[config.mk]
export PLATFORM = sky130hd
export DESIGN_NAME = light_selector_multi_flat
export DESIGN_NICKNAME = d
export VERILOG_FILES = /design/src/rtl/light_selector_multi_if.sv /design/src/rtl/light_selector_multi.sv /design/src/flat_wrapper.sv
export SDC_FILE = /design/constraint.sdc
export NUM_CORES = 1
export LEC_CHECK = 0
export ABC_AREA = 1
export CORE_UTILIZATION = 47
export DETAILED_ROUTE_END_ITERATION = 8
export PLACE_DENSITY = 0.95
export SETUP_SLACK_MARGIN = 0.4
export SLEW_MARGIN = 20
export SYNTH_ARGS = -nofsm -noshare
export SYNTH_HDL_FRONTEND = slang
export SYNTH_SLANG_ARGS = --single-unit
export TNS_END_PERCENT = 1
[constraint.sdc]
create_clock -name clk -period 2.9 [get_ports clk]
set_input_delay 0.435 -clock clk [delete_from_list [all_inputs] [get_ports clk]]
set_output_delay 0.435 -clock clk [all_outputs]
set_load 0.05 [all_outputs]
[src/rtl/light_selector_multi_if.sv]
// Front-panel bundle for light_selector_multi: per-channel button/sel, global mode,
// and the RGB word plus wrap pulses that go on to the LED driver.
interface light_selector_multi_if #(
   parameter int CHANNELS = 4,
   parameter int COMP_W   = 8
) ();
   logic [CHANNELS-1:0]            button;
   logic [CHANNELS-1:0]            sel;
   logic [1:0]                     mode;
   logic [CHANNELS*3*COMP_W-1:0]   light;
   logic [CHANNELS-1:0]            wrap;

   modport master (output button, output sel, output mode, input light, input wrap);
   modport slave  (input button, input sel, input mode, output light, output wrap);
endinterface

[src/rtl/light_selector_multi.sv]
// Multi-channel colour stepper: each channel walks a 3-bit colour code on button
// edges or auto ticks and presents it as a registered RGB word (white when deselected).
module light_selector_multi #(
   parameter int CHANNELS = 4,
   parameter int COMP_W   = 8,
   parameter int AUTO_DIV = 16,
   parameter int SKIP_BW  = 1
) (
   input  logic                    clk,
   input  logic                    rst,
   light_selector_multi_if.slave   bus
);
   localparam int              PW    = $clog2(AUTO_DIV);
   localparam int              LW    = 3 * COMP_W;
   localparam logic [2:0]      FIRST = (SKIP_BW != 0) ? 3'b001 : 3'b000;
   localparam logic [2:0]      LAST  = (SKIP_BW != 0) ? 3'b110 : 3'b111;
   localparam logic [PW-1:0]   PMAX  = PW'(AUTO_DIV - 1);

   logic [2:0]             colour_q [CHANNELS];
   logic [2:0]             colour_d [CHANNELS];
   logic [CHANNELS-1:0]    button_q, button_d;
   logic [CHANNELS-1:0]    wrap_q, wrap_d;
   logic [PW-1:0]          presc_q, presc_d;
   logic [CHANNELS*LW-1:0] light_q, light_d;

   logic                   tick_s;
   logic                   rev_s;
   logic [CHANNELS-1:0]    edge_s;
   logic [CHANNELS-1:0]    step_s;

   // Mode decode: prescaler, edge detect and per-channel step requests.
   always_comb begin
      tick_s   = 1'b0;
      rev_s    = 1'b0;
      presc_d  = '0;
      step_s   = '0;
      button_d = bus.button;
      edge_s   = bus.button & ~button_q;
      if (bus.mode[1]) begin
         tick_s  = (presc_q == PMAX);
         presc_d = tick_s ? '0 : presc_q + PW'(1);
      end else begin
         presc_d = '0;
      end
      // Ticks only advance selected channels; a button edge always counts once.
      case (bus.mode)
         2'b00:   step_s = '0;
         2'b01:   step_s = edge_s;
         2'b10:   step_s = edge_s | ({CHANNELS{tick_s}} & bus.sel);
         2'b11: begin
            step_s = edge_s | ({CHANNELS{tick_s}} & bus.sel);
            rev_s  = 1'b1;
         end
         default: step_s = '0;
      endcase
   end

   // Per-channel colour stepping, wrap detection and RGB expansion of the current code.
   always_comb begin
      wrap_d  = '0;
      light_d = '0;
      for (int i = 0; i < CHANNELS; i++) begin
         colour_d[i] = colour_q[i];
         if (step_s[i]) begin
            if (rev_s) begin
               if (colour_q[i] == FIRST) begin
                  colour_d[i] = LAST;
                  wrap_d[i]   = 1'b1;
               end else begin
                  colour_d[i] = colour_q[i] - 3'd1;
               end
            end else begin
               if (colour_q[i] == LAST) begin
                  colour_d[i] = FIRST;
                  wrap_d[i]   = 1'b1;
               end else begin
                  colour_d[i] = colour_q[i] + 3'd1;
               end
            end
         end else begin
            colour_d[i] = colour_q[i];
         end
         if (bus.sel[i]) begin
            light_d[i*LW +: LW] = {{COMP_W{colour_q[i][2]}},
                                   {COMP_W{colour_q[i][1]}},
                                   {COMP_W{colour_q[i][0]}}};
         end else begin
            light_d[i*LW +: LW] = '1;
         end
      end
   end

   // State and output registers; button_q resets high so a held button does not step.
   always_ff @(posedge clk or negedge rst) begin
      if (!rst) begin
         for (int i = 0; i < CHANNELS; i++) begin
            colour_q[i] <= FIRST;
         end
         button_q <= '1;
         wrap_q   <= '0;
         presc_q  <= '0;
         light_q  <= '0;
      end else begin
         for (int i = 0; i < CHANNELS; i++) begin
            colour_q[i] <= colour_d[i];
         end
         button_q <= button_d;
         wrap_q   <= wrap_d;
         presc_q  <= presc_d;
         light_q  <= light_d;
      end
   end

   assign bus.light = light_q;
   assign bus.wrap  = wrap_q;

endmodule

[src/flat_wrapper.sv]
// flat-port wrapper written by rule: the top's interface ports become plain ports
module light_selector_multi_flat 
#(
   parameter int CHANNELS = 4,
   parameter int COMP_W   = 8,
   parameter int AUTO_DIV = 16,
   parameter int SKIP_BW  = 1
)
  (clk, rst, bus_button, bus_sel, bus_mode, bus_light, bus_wrap);
  light_selector_multi_if #(.CHANNELS(CHANNELS), .COMP_W(COMP_W)) bus_i ();
  input  logic clk;
  input  logic rst;
  input wire logic [$bits(bus_i.button)-1:0] bus_button;
  input wire logic [$bits(bus_i.sel)-1:0] bus_sel;
  input wire logic [$bits(bus_i.mode)-1:0] bus_mode;
  output wire logic [$bits(bus_i.light)-1:0] bus_light;
  output wire logic [$bits(bus_i.wrap)-1:0] bus_wrap;
  assign bus_i.button = bus_button;
  assign bus_i.sel = bus_sel;
  assign bus_i.mode = bus_mode;
  assign bus_light = bus_i.light;
  assign bus_wrap = bus_i.wrap;
  light_selector_multi #(.CHANNELS(CHANNELS), .COMP_W(COMP_W), .AUTO_DIV(AUTO_DIV), .SKIP_BW(SKIP_BW)) u_core (.clk(clk), .rst(rst), .bus(bus_i));
endmodule
After elaboration in Yosys (flattened, before gate mapping) --
Cells that the tools add are included.
Storage, ports and cells: register bits after elaboration 120, bits in latches 0, bits in writable memories 0, bits in read-only memories 0, bits of input ports 12, logic and storage cells 72, memories 0
Cells by class: add/sub/neg operators 9, multiply operators 0, div/mod/pow operators 0, $lt $le $gt $ge 0, equality and inequality tests 12, shift-type cells 0, muxes and demuxes 37, bitwise gates (word level) 4, reduce and logical (&&, ||, !) cells 2
Operator list (number):
- 2-to-1 mux 24 bit | 4
- 2-to-1 mux 3 bit | 12
- 2-to-1 mux 1 bit | 18
- adder 3 x 1 -> 3 bit (second input constant) | 4
- == test 3 x 1 -> 1 bit (second input constant) | 4
- == test 3 bit (second input constant) | 4
- case mux 4 bit (3 select lines) | 1
- subtractor 3 x 1 -> 3 bit (second input constant) | 4
- AND 4 bit | 2
- 2-to-1 mux 4 bit | 2
- adder 4 x 1 -> 4 bit (second input constant) | 1
- == test 2 bit (second input constant) | 2
- == test 4 bit (second input constant) | 1
- inverter 4 bit | 1
- OR 4 bit | 1
- == test 2 x 1 -> 1 bit (second input constant) | 1
- logical NOT 2 bit | 1
- OR reduction 2 bit | 1

Depth between registers and ports, before layout --
Gate-level depths: netlist of run 1.
depth after elaboration 6, mapped depth 9, depth with buffers taken out 9

Worst setup path after synthesis of run 1 --
Ideal clock, no wire load.
path kind register to output, start point reg, netlist name u_core.bus.light[15], end point out bus_light[10], arrival 0.996 ns, slack 1.469 ns, cell stages (with the launch flop) 2, buffers on the path 1, path through dfrtp_1 -> buf_4
RTL lines:
- end: declaration | line flat_wrapper.sv:16 | output wire logic [$bits(bus_i.light)-1:0] bus_light;

Worst setup path after layout of run 1 --
start point reg u_core.light_q[71], in the netlist u_core.bus.light[71], end point out bus_light[71]
RTL lines:
- start: declaration | line light_selector_multi.sv:24 | logic [CHANNELS*LW-1:0] light_q, light_d;
- start signal: assignment | line light_selector_multi.sv:110 | light_q <= light_d;
No word-level cell between the ends.

==> summary.md, run 1 <==
| Metric | Value |
|---|---|
| Synthesis Warnings | 0 |
| Number of I/O port buffers | 111 |
| Top delay family on crit path | buffers and inverters |
| Initial Utilization | 49.5% |
| Core box area | 5570 um^2 |
| I/O pins | 112 |
| CP Data Arrival Time | 1.63 ns |
| Final nets | 412 |
| Remaining global-route overflow | 0 |
| Antenna diodes | 0 |
| R2r endpoint | u_core.colour_q[4]$_DFFE_PN0P_ |
| Crit path largest cell delay | 0.89 ns |
| Die ar. | 6190 um^2 |
| GRT Util Overall | 17.4% |
| Drt pass-1 iters | 4 |
| Layout area overhead | 23.2% |
| Leading post-synthesis cells by cell area | dfrtp_1 25%, buf_4 23%, nand2_1 15%, ha_1 7.7%, dfstp_2 7.6% |
| Req. time, crit path | 2.47 ns |
| Filler Cell Count | 449 |
| Clock latency at the later pin of the worst-skew pair | 0.29 ns |
| DR vias | 2094 |
| Post-CTS Resized | 0 |
| Clock Pin Slew Worst Setup and Hold Paths | 0.07 ns |
| Fin. max-slew vios | 0 |
| Avg WL per Cell | 11.5 um |
| Vias per inst | 4.59 |
| CP endpoint kind | output pin |
| CP startpoint kind | register |
| Worst Max-Slew Pin Slew | 0.779 ns |
| P per Cell Area | 1010 nW/um^2 |
| Syn avg cell area | 7.84 um^2 |
| Commonest non-fill, non-tap cell in the layout | clkdlybuf4s50_1 |
| Slowest cell on crit path | clkdlybuf4s50_1 |
| Post-CTS setup buffer count | 0 |
| Clk buf depth | 2 |
| Top cell type's share of synthesized area | 25.4% |
| Hold WS | 0.224 ns |
| Mapped Cells | 352 |
| Library cells used by synthesis | 20 |
| Final period util | 71.4% |
| Vias in the first global route | 1876 |
| Post-DP HPWL | 4.13 mm |
| Buf/Inv on CP | 1 |
| CTS Hold Bufs | 0 |
| Post-Syn Nets | 381 |
| Final Hold Viols | 0 |
| Max Cap Viol | 0 |
| Yosys reg bits | 36 |
| Die width | 78.7 um |
| R2R cell count | 7 |
| CP Max Fanout | 8 |
| # rows | 27 |
| DRT Wirelength | 5.25 mm |
| Hold Crit Class | input port to async pin |
| F_max | 483 MHz |
| Outcome | finished clean |
| First-pass GRT wire length | 8.52 mm |
| Post-synthesis sequential area ratio | 33.0% |
| Leading area contributor after synthesis | dfrtp_1 |
| TritonCTS clock tree | done |
| Relative slew slack | 48.0% |
| DRC | 0 |
| VDD IR max | 0.500 mV |
| Final GP Congestion | 0.844 |
| Setup violations, final | 0 |
| Worst Skew | 0.00675 ns |
| Commonest non-fill, non-tap cells in the layout | 110 x clkdlybuf4s50_1, 109 x nand2_1, 35 x inv_1 |
| Share of layout cells above drive strength 1 | 9.64% |
| H-tree Lvls | 2 |
| Num CTS Buffers | 5 |
| Critical-path cell list | clkdlybuf4s50_1 |
| Remaining antenna violation count after routing | 0 |
| CTS Root Cell | clkbuf_8 |
| Initial antenna violation count | 0 |
| Reg-to-reg slack, setup | 1.38 ns |
| Setup repair after global routing missed its margin | no |
| Syn Std Cell Area | 2760 um^2 |
| Critical path type | register to output pin |
| Setup TNS | 0 ns |
| Reg2reg start | u_core.colour_q[3]$_DFFE_PN1P_ |
| Die outline height | 78.7 um |
| LEAKAGE | 0.00168 uW |
| # clock sinks | 36 |
| Fin crit period | 2.07 ns |
| Largest net degree at the start of global routing | 37 |
| 1st-iter DRT viols | 92 |
-- report_power, final --
part	total, uW	switching, uW	internal (uW)
clock	436	181	255
sequential	780	159	621
combinational	2210	1510	700
total	3430	1850	1580
-- kinds of logic after synthesis --
| logic type | synth area share [%] |
|---|---|
| buffers and inverters | 29.0 |
| AND/OR/NAND/NOR | 28.8 |
| AO/OA/AOI/OAI | 1.27 |
| flip-flops | 33.0 |
| XOR/XNOR | 0.317 |
| adder cells (fa/ha/maj) | 7.70 |
-- state kept, by name (all words and copies together) (netlist names) --
name              cells
u_core.bus.light     12
u_core.bus.wrap       4
u_core.button_q       4
u_core.colour_q      12
u_core.presc_q        4
-- cell type report --
class                   count  area, um^2  share of cell area (%)
repair buffers            111        1110                    32.5
multi-input cells         193        1050                    30.9
flip-flops and latches     36         911                    26.8
inverters                  36         135                    3.97
well taps                  72        90.1                    2.65
clock buffers               6        72.6                    2.13
clock inverters             2        35.0                    1.03
-- stage by stage --
step / setup WS, ns / utilization [%] / cells / total power, uW / cell area, um^2
after floorplan: 1.47 / - / 352 / 2640 / 2760
after global placement: 0.966 / 59.1 / 448 / 2940 / 3290
after detailed placement: 0.908 / 59.1 / 448 / 3010 / 3290
after CTS: 0.827 / 61.0 / 456 / 3450 / 3400
after global routing: 0.781 / 61.0 / 456 / 3600 / 3400
final: 0.831 / 61.0 / 456 / 3430 / 3400
-- metal layers --
metal | global-route usage, % | up-vias | wire length [um]
li1 | - | 1037 | -
met1 | 21.7 | 978 | 2190
met2 | 30.2 | 74 | 2690
met3 | 3.95 | 5 | 323
met4 | 4.44 | 0 | 46
met5 | 0 | - | 0
-- synthesized netlist by cell type, drive strengths merged --
master and instances:
nand2 115, or2 5, a21oi 5, o21ai 2
inv 36, dfrtp 28, nor2 23, dfstp 8
xor2 1, ha 17, buf 87, nand3 25
-- worst max path at each step --
stage,from,endpoint,slack (ns),cells past startpoint
after global placement,bus_mode[1],u_core.colour_q[6]$_DFFE_PN1P_,0.97,7
after floorplan,u_core.bus.light[15]$_DFF_PN0_,bus_light[10],1.47,1
final,u_core.bus.light[71]$_DFF_PN0_,bus_light[71],0.83,1
after detailed placement,bus_mode[1],u_core.bus.wrap[0]$_DFF_PN0_,0.91,6
after global routing,u_core.bus.light[71]$_DFF_PN0_,bus_light[71],0.78,1
after CTS,u_core.bus.light[71]$_DFF_PN0_,bus_light[71],0.83,1
No activity file was read; power rests on OpenSTA's default activity.
==> run 2, diff against run 1 <==
--- a/config.mk
+++ b/config.mk
@@ -6,9 +6,9 @@
 export NUM_CORES = 1
 export LEC_CHECK = 0
 export ABC_AREA = 1
-export CORE_UTILIZATION = 47
+export CORE_UTILIZATION = 40
 export DETAILED_ROUTE_END_ITERATION = 8
-export PLACE_DENSITY = 0.95
+export PLACE_DENSITY = 0.87
 export SETUP_SLACK_MARGIN = 0.4
 export SLEW_MARGIN = 20
 export SYNTH_ARGS = -nofsm -noshare
==> constraint.sdc (replaced) <==
create_clock -name clk -period 1.8 [get_ports clk]
set_input_delay 0.27 -clock clk [delete_from_list [all_inputs] [get_ports clk]]
set_output_delay 0.27 -clock clk [all_outputs]
set_load 0.05 [all_outputs]
==> run 2 against run 1 <==
Against the previous run:
- cell area is 5.5% lower
- worst hold slack better by 0.22 ns
- non-clock buffer count is 7 higher
- clock power is 37% higher
- die area is 17% higher
- combinational power is 56% higher
- cell count is 2.6% higher
- critical path depth is 6 higher
- clock-buffer cell count is 2 higher
- power is 54% higher
- first-iteration DRC count is 23% higher
==> summary.md, run 2 (synthesis results as in run 1) <==
| Metric | Value |
|---|---|
| TritonCTS clock tree | done |
| Max Cap Viol | 0 |
| Remaining antenna violation count after routing | 0 |
| # clock sinks | 36 |
| Number of I/O port buffers | 111 |
| Initial antenna violation count | 0 |
| Clock Pin Slew Worst Setup and Hold Paths | 0.07 ns |
| Commonest non-fill, non-tap cells in the layout | 109 x nand2_1, 101 x buf_4, 31 x inv_1 |
| CP Data Arrival Time | 1.60 ns |
| CP endpoint kind | register |
| Critical path type | register to register |
| Req. time, crit path | 1.99 ns |
| Final nets | 419 |
| VDD IR max | 0.678 mV |
| Die width | 85.1 um |
| Share of layout cells above drive strength 1 | 37.1% |
| LEAKAGE | 0.00176 uW |
| Avg WL per Cell | 11.3 um |
| Worst Skew | 0.00399 ns |
| 1st-iter DRT viols | 113 |
| Fin. max-slew vios | 0 |
| Worst Max-Slew Pin Slew | 0.492 ns |
| Clock latency at the later pin of the worst-skew pair | 0.29 ns |
| Relative slew slack | 67.3% |
| Core box area | 6490 um^2 |
| Num CTS Buffers | 5 |
| CTS Root Cell | clkbuf_8 |
| F_max | 707 MHz |
| Initial Utilization | 42.5% |
| Largest net degree at the start of global routing | 21 |
| Remaining global-route overflow | 0 |
| Setup repair after global routing missed its margin | yes |
| Reg2reg start | u_core.colour_q[9]$_DFFE_PN1P_ |
| Final Hold Viols | 0 |
| I/O pins | 112 |
| Post-DP HPWL | 3.94 mm |
| DRT Wirelength | 5.31 mm |
| GRT Util Overall | 14.8% |
| Die ar. | 7240 um^2 |
| Dpl ws | 0.261 ns |
| First-pass GRT wire length | 8.54 mm |
| DR vias | 2172 |
| Final GP Congestion | 0.865 |
| Setup violations, final | 0 |
| Vias in the first global route | 2012 |
| Die outline height | 85.1 um |
| Layout area overhead | 16.4% |
| DRC | 0 |
| Drt pass-1 iters | 4 |
| CP Max Fanout | 4 |
| CP startpoint kind | register |
| Hold Crit Class | input port to async pin |
| Antenna diodes | 0 |
| Fin crit period | 1.42 ns |
| # rows | 29 |
| P per Cell Area | 1650 nW/um^2 |
| Commonest non-fill, non-tap cell in the layout | nand2_1 |
| Outcome | finished clean |
| Vias per inst | 4.64 |
| Clk buf depth | 2 |
| Worst setup margin | 0.385 ns |
| H-tree Lvls | 2 |
| Crit path from | u_core.colour_q[9]$_DFFE_PN1P_ |
| Final period util | 78.6% |
| Setup TNS | 0 ns |
-- run 2: cell count changes in the layout (fill, tap and decap cells not counted), moves of 2 or more --
cell             change
buf_4              +101
dlygate4sd2_1        +2
clkdlybuf4s50_1    -100
inv_2                +4
inv_1                -4
ha_2                 +2
ha_1                 -2
-- run 2: where the power goes --
part | total, uW | internal (uW) | switching, uW | leakage (uW)
clock | 598 | 312 | 286 | 0.0000455
sequential | 1240 | 999 | 238 | 0.000425
combinational | 3450 | 993 | 2460 | 0.00129
total | 5290 | 2300 | 2980 | 0.00176
-- run 2: worst paths after layout --
check,endpoint,slack (ns),cells after the start
min,u_core.bus.wrap[0]$_DFF_PN0_,0.44,2
min in group clk,u_core.button_q[2]$_DFF_PN1_,0.46,1
max in group asynchronous,u_core.colour_q[6]$_DFFE_PN1P_,0.83,3
max,u_core.colour_q[10]$_DFFE_PN0P_,0.38,7
min reg2reg,u_core.presc_q[0]$_DFF_PN0_,0.47,1
max reg2reg,u_core.colour_q[10]$_DFFE_PN0P_,0.38,7
-- run 2: layout make-up --
cell class | instances | area [um^2]
clock buffer | 8 | 90.1
fill | 625 | 3280
inverter | 36 | 135
multi-input combinational | 193 | 1060
sequential | 36 | 911
tap | 77 | 96.3
timing repair buffer | 118 | 926
-- run 2: per-layer routing --
metal  track usage, %  wire [um]  up-vias
met5                0          0        -
met4             6.63         97        0
met3             3.11        475        9
met2             26.5       2580      112
met1             17.0       2160     1000
li1                 -          -     1051
-- run 2: critical path, stage by stage (launching register included) --
cell,delay [ns]
dfstp_2,0.55
inv_2,0.06
ha_2,0.18
or2_2,0.28
nand2_1,0.08
nand2_1,0.06
nand2_1,0.07
nand2_1,0.05
-- run 2: stage by stage --
step                      cells  utilization, %  cell area [um^2]  power, uW  hold slack, ns
after floorplan             352               -              2760       4250         -0.0256
after global placement      455            47.5              3090       4590           0.231
after detailed placement    455            47.5              3090       4650           0.234
after CTS                   468            49.5              3220       5300           0.459
after global routing        468            49.5              3210       5570           0.460
final                       468            49.5              3210       5290           0.440
-- run 2: timing repair --
action                                  CTS  global route
endpoints found under the setup margin    9            15
resized for setup                         9             4
setup buffers                             4             0
endpoints found under the hold margin    12             0
pin swaps                                 0             1
hold buffers                              1             0
==> run 3, diff against run 2 <==
==> constraint.sdc (replaced) <==
create_clock -name clk -period 1.3 [get_ports clk]
set_input_delay 0.195 -clock clk [delete_from_list [all_inputs] [get_ports clk]]
set_output_delay 0.195 -clock clk [all_outputs]
set_load 0.05 [all_outputs]
==> run 3 against run 2 <==
Against the previous run:
- the flow now finishes with violations (negative setup slack)
- via count rose by 14%
- cell count rose by 7.3%
- non-clock buffer count rose by 34
- utilization rose by 29 points
- clock-buffer cell count did not move
- combinational power rose by 130%
- critical path depth rose by 1
- largest cell class is now non-clock buffers
- largest power group unchanged
==> summary.md, run 3 (synthesis results as in run 1) <==
| Metric | Value |
|---|---|
| I/O pins | 112 |
| Final nets | 453 |
| Setup violations, final | 13 |
| CP Data Arrival Time | 1.61 ns |
| LEAKAGE | 0.00250 uW |
| Critical path type | register to register |
| Final Hold Viols | 0 |
| Num CTS Buffers | 5 |
| Number of I/O port buffers | 111 |
| Worst Max-Slew Pin Slew | 0.347 ns |
| Req. time, crit path | 1.50 ns |
| Drt pass-1 iters | 4 |
| Relative slew slack | 76.6% |
| Largest net degree at the start of global routing | 23 |
| DRT Wirelength | 8.22 mm |
| Filler Cell Count | 341 |
| GRT Util Overall | 23.2% |
| Failing checks | negative setup slack |
| Clock latency at the later pin of the worst-skew pair | 0.31 ns |
| Die outline height | 85.1 um |
| Final GP Congestion | 0.914 |
| Remaining global-route overflow | 0 |
| 1st-iter DRT viols | 227 |
| VDD IR max | 1.21 mV |
| CTS Root Cell | clkbuf_8 |
| Clock Pin Slew Worst Setup and Hold Paths | 0.07 ns |
| CP endpoint kind | register |
| DR vias | 2473 |
| Vias per inst | 4.93 |
| P per Cell Area | 2070 nW/um^2 |
| Commonest non-fill, non-tap cells in the layout | 113 x buf_12, 100 x nand2_1, 28 x inv_1, 28 x dfrtp_1, 24 x buf_4 |
| Crit-path most repeated cell | nand2_1 |
| H-tree Lvls | 2 |
| Share of layout cells above drive strength 1 | 49.4% |
| # rows | 29 |
| Antenna diodes | 0 |
| Initial Utilization | 42.5% |
| CP Max Fanout | 4 |
| Commonest non-fill, non-tap cell in the layout | buf_12 |
| Setup repair after global routing missed its margin | yes |
| TritonCTS clock tree | done |
| Core box area | 6490 um^2 |
| Crit path largest cell delay | 0.62 ns |
| Hold WS | 0.312 ns |
| CP startpoint kind | register |
| Area of the multi-input gates | 1250 um^2 |
| Layout area overhead | 84.1% |
| Seq. cell area | 911 um^2 |
| Final period util | 109% |
| Max Cap Viol | 0 |
| Fin. max-slew vios | 0 |
| Critical-path cell list | inv_4 > ha_4 > nor2_2 > nand2_1 > nand2_1 > nand2_1 > nand2_1 > nand2_1 |
| # clock sinks | 36 |
| Post-DP HPWL | 5.29 mm |
| Avg WL per Cell | 16.4 um |
| DRC | 0 |
| F_max | 705 MHz |
| Remaining antenna violation count after routing | 0 |
| Vias in the first global route | 2509 |
| Layout Cell Area excl Fill | 5080 um^2 |
| Initial antenna violation count | 0 |
| Placed Area | 4590 um^2 |
| Clk buf depth | 2 |
| Hold Crit Class | input port to async pin |
| Buf/Inv on CP | 1 |
| Die ar. | 7240 um^2 |
| Top delay family on crit path | flip-flops |
| Die width | 85.1 um |
| Worst setup margin | -0.118 ns |
| Slowest cell on crit path | dfstp_2 |
| Outcome | finished with violations |
| Setup TNS | -0.886 ns |
| Fin crit period | 1.42 ns |
| Worst Skew | 0.00946 ns |
| First-pass GRT wire length | 12.8 mm |
## run 3: changes by cell type in the layout (fill, tap and decap cells not counted), sizes merged
cell / before / now
clkdlybuf4s15: 1 / 0
buf: 103 / 140
dlygate4sd2: 2 / 0
## run 3: area by class of cell
type                            instances  share of cell area, %
Multi-Input combinational cell        193                   24.6
Timing Repair Buffer                  152                   51.0
Tap cell                               77                   1.90
Clock buffer                            8                   1.77
Inverter                               36                   2.81
Sequential cell                        36                   17.9
## run 3: worst paths after layout
path	startpoint	endpoint	slack, ns	cells after the start
worst max-delay path	u_core.colour_q[9]$_DFFE_PN1P_	u_core.colour_q[11]$_DFFE_PN0P_	-0.12	8
worst min-delay path	rst	u_core.bus.light[71]$_DFF_PN0_	0.31	2
worst max register to register	u_core.colour_q[9]$_DFFE_PN1P_	u_core.colour_q[11]$_DFFE_PN0P_	-0.12	8
worst min register to register	u_core.colour_q[7]$_DFFE_PN0P_	u_core.bus.light[39]$_DFF_PN0_	0.54	2
max in group asynchronous	rst	u_core.button_q[1]$_DFF_PN1_	0.53	3
min in group clk	bus_button[2]	u_core.button_q[2]$_DFF_PN1_	0.38	1
## run 3: layer usage
metal / GRT usage (%) / wire, um
met1: 23.4 / 2760
met3: 5.25 / 467
met2: 43.7 / 4490
met4: 13.1 / 498
met5: 0 / 0
## run 3: worst register-to-register path: cells and delay by family (launching register included)
kind          cells  cell delay [ns]
fa+ha+maj         1             0.16
buf+inv           1             0.08
simple gates      6             0.46
flops             1             0.62
## run 3: timing repair
| item | in CTS | in global routing |
|---|---|---|
| setup endpoints to repair | 120 | 126 |
| buffers inserted | 5 | 6 |
| resized for setup | 56 | 23 |
| hold endpoints to repair | 10 | 0 |
| pin swaps | 9 | 5 |
| hold buffers | 1 | 0 |
## run 3: per-stage QoR
step | setup slack [ns] | std cells | utilization [%] | power (uW)
5_1_grt | -0.164 | 502 | 78.3 | 10900
2_1_floorplan | 0.0492 | 352 | - | 6000
4_1_cts | -0.0529 | 496 | 76.4 | 10200
6_report | -0.118 | 502 | 78.3 | 10500
3_5_place_dp | -0.191 | 482 | 70.7 | 8900
3_3_place_gp | -0.121 | 482 | 70.7 | 8670
## run 3: power breakdown
part	switching, uW	total (uW)	leakage, uW	internal (uW)
Clock	428	861	0.0000455	433
Sequential	286	1670	0.000425	1390
Combinational	4340	8000	0.00203	3660
Total	5050	10500	0.00250	5480
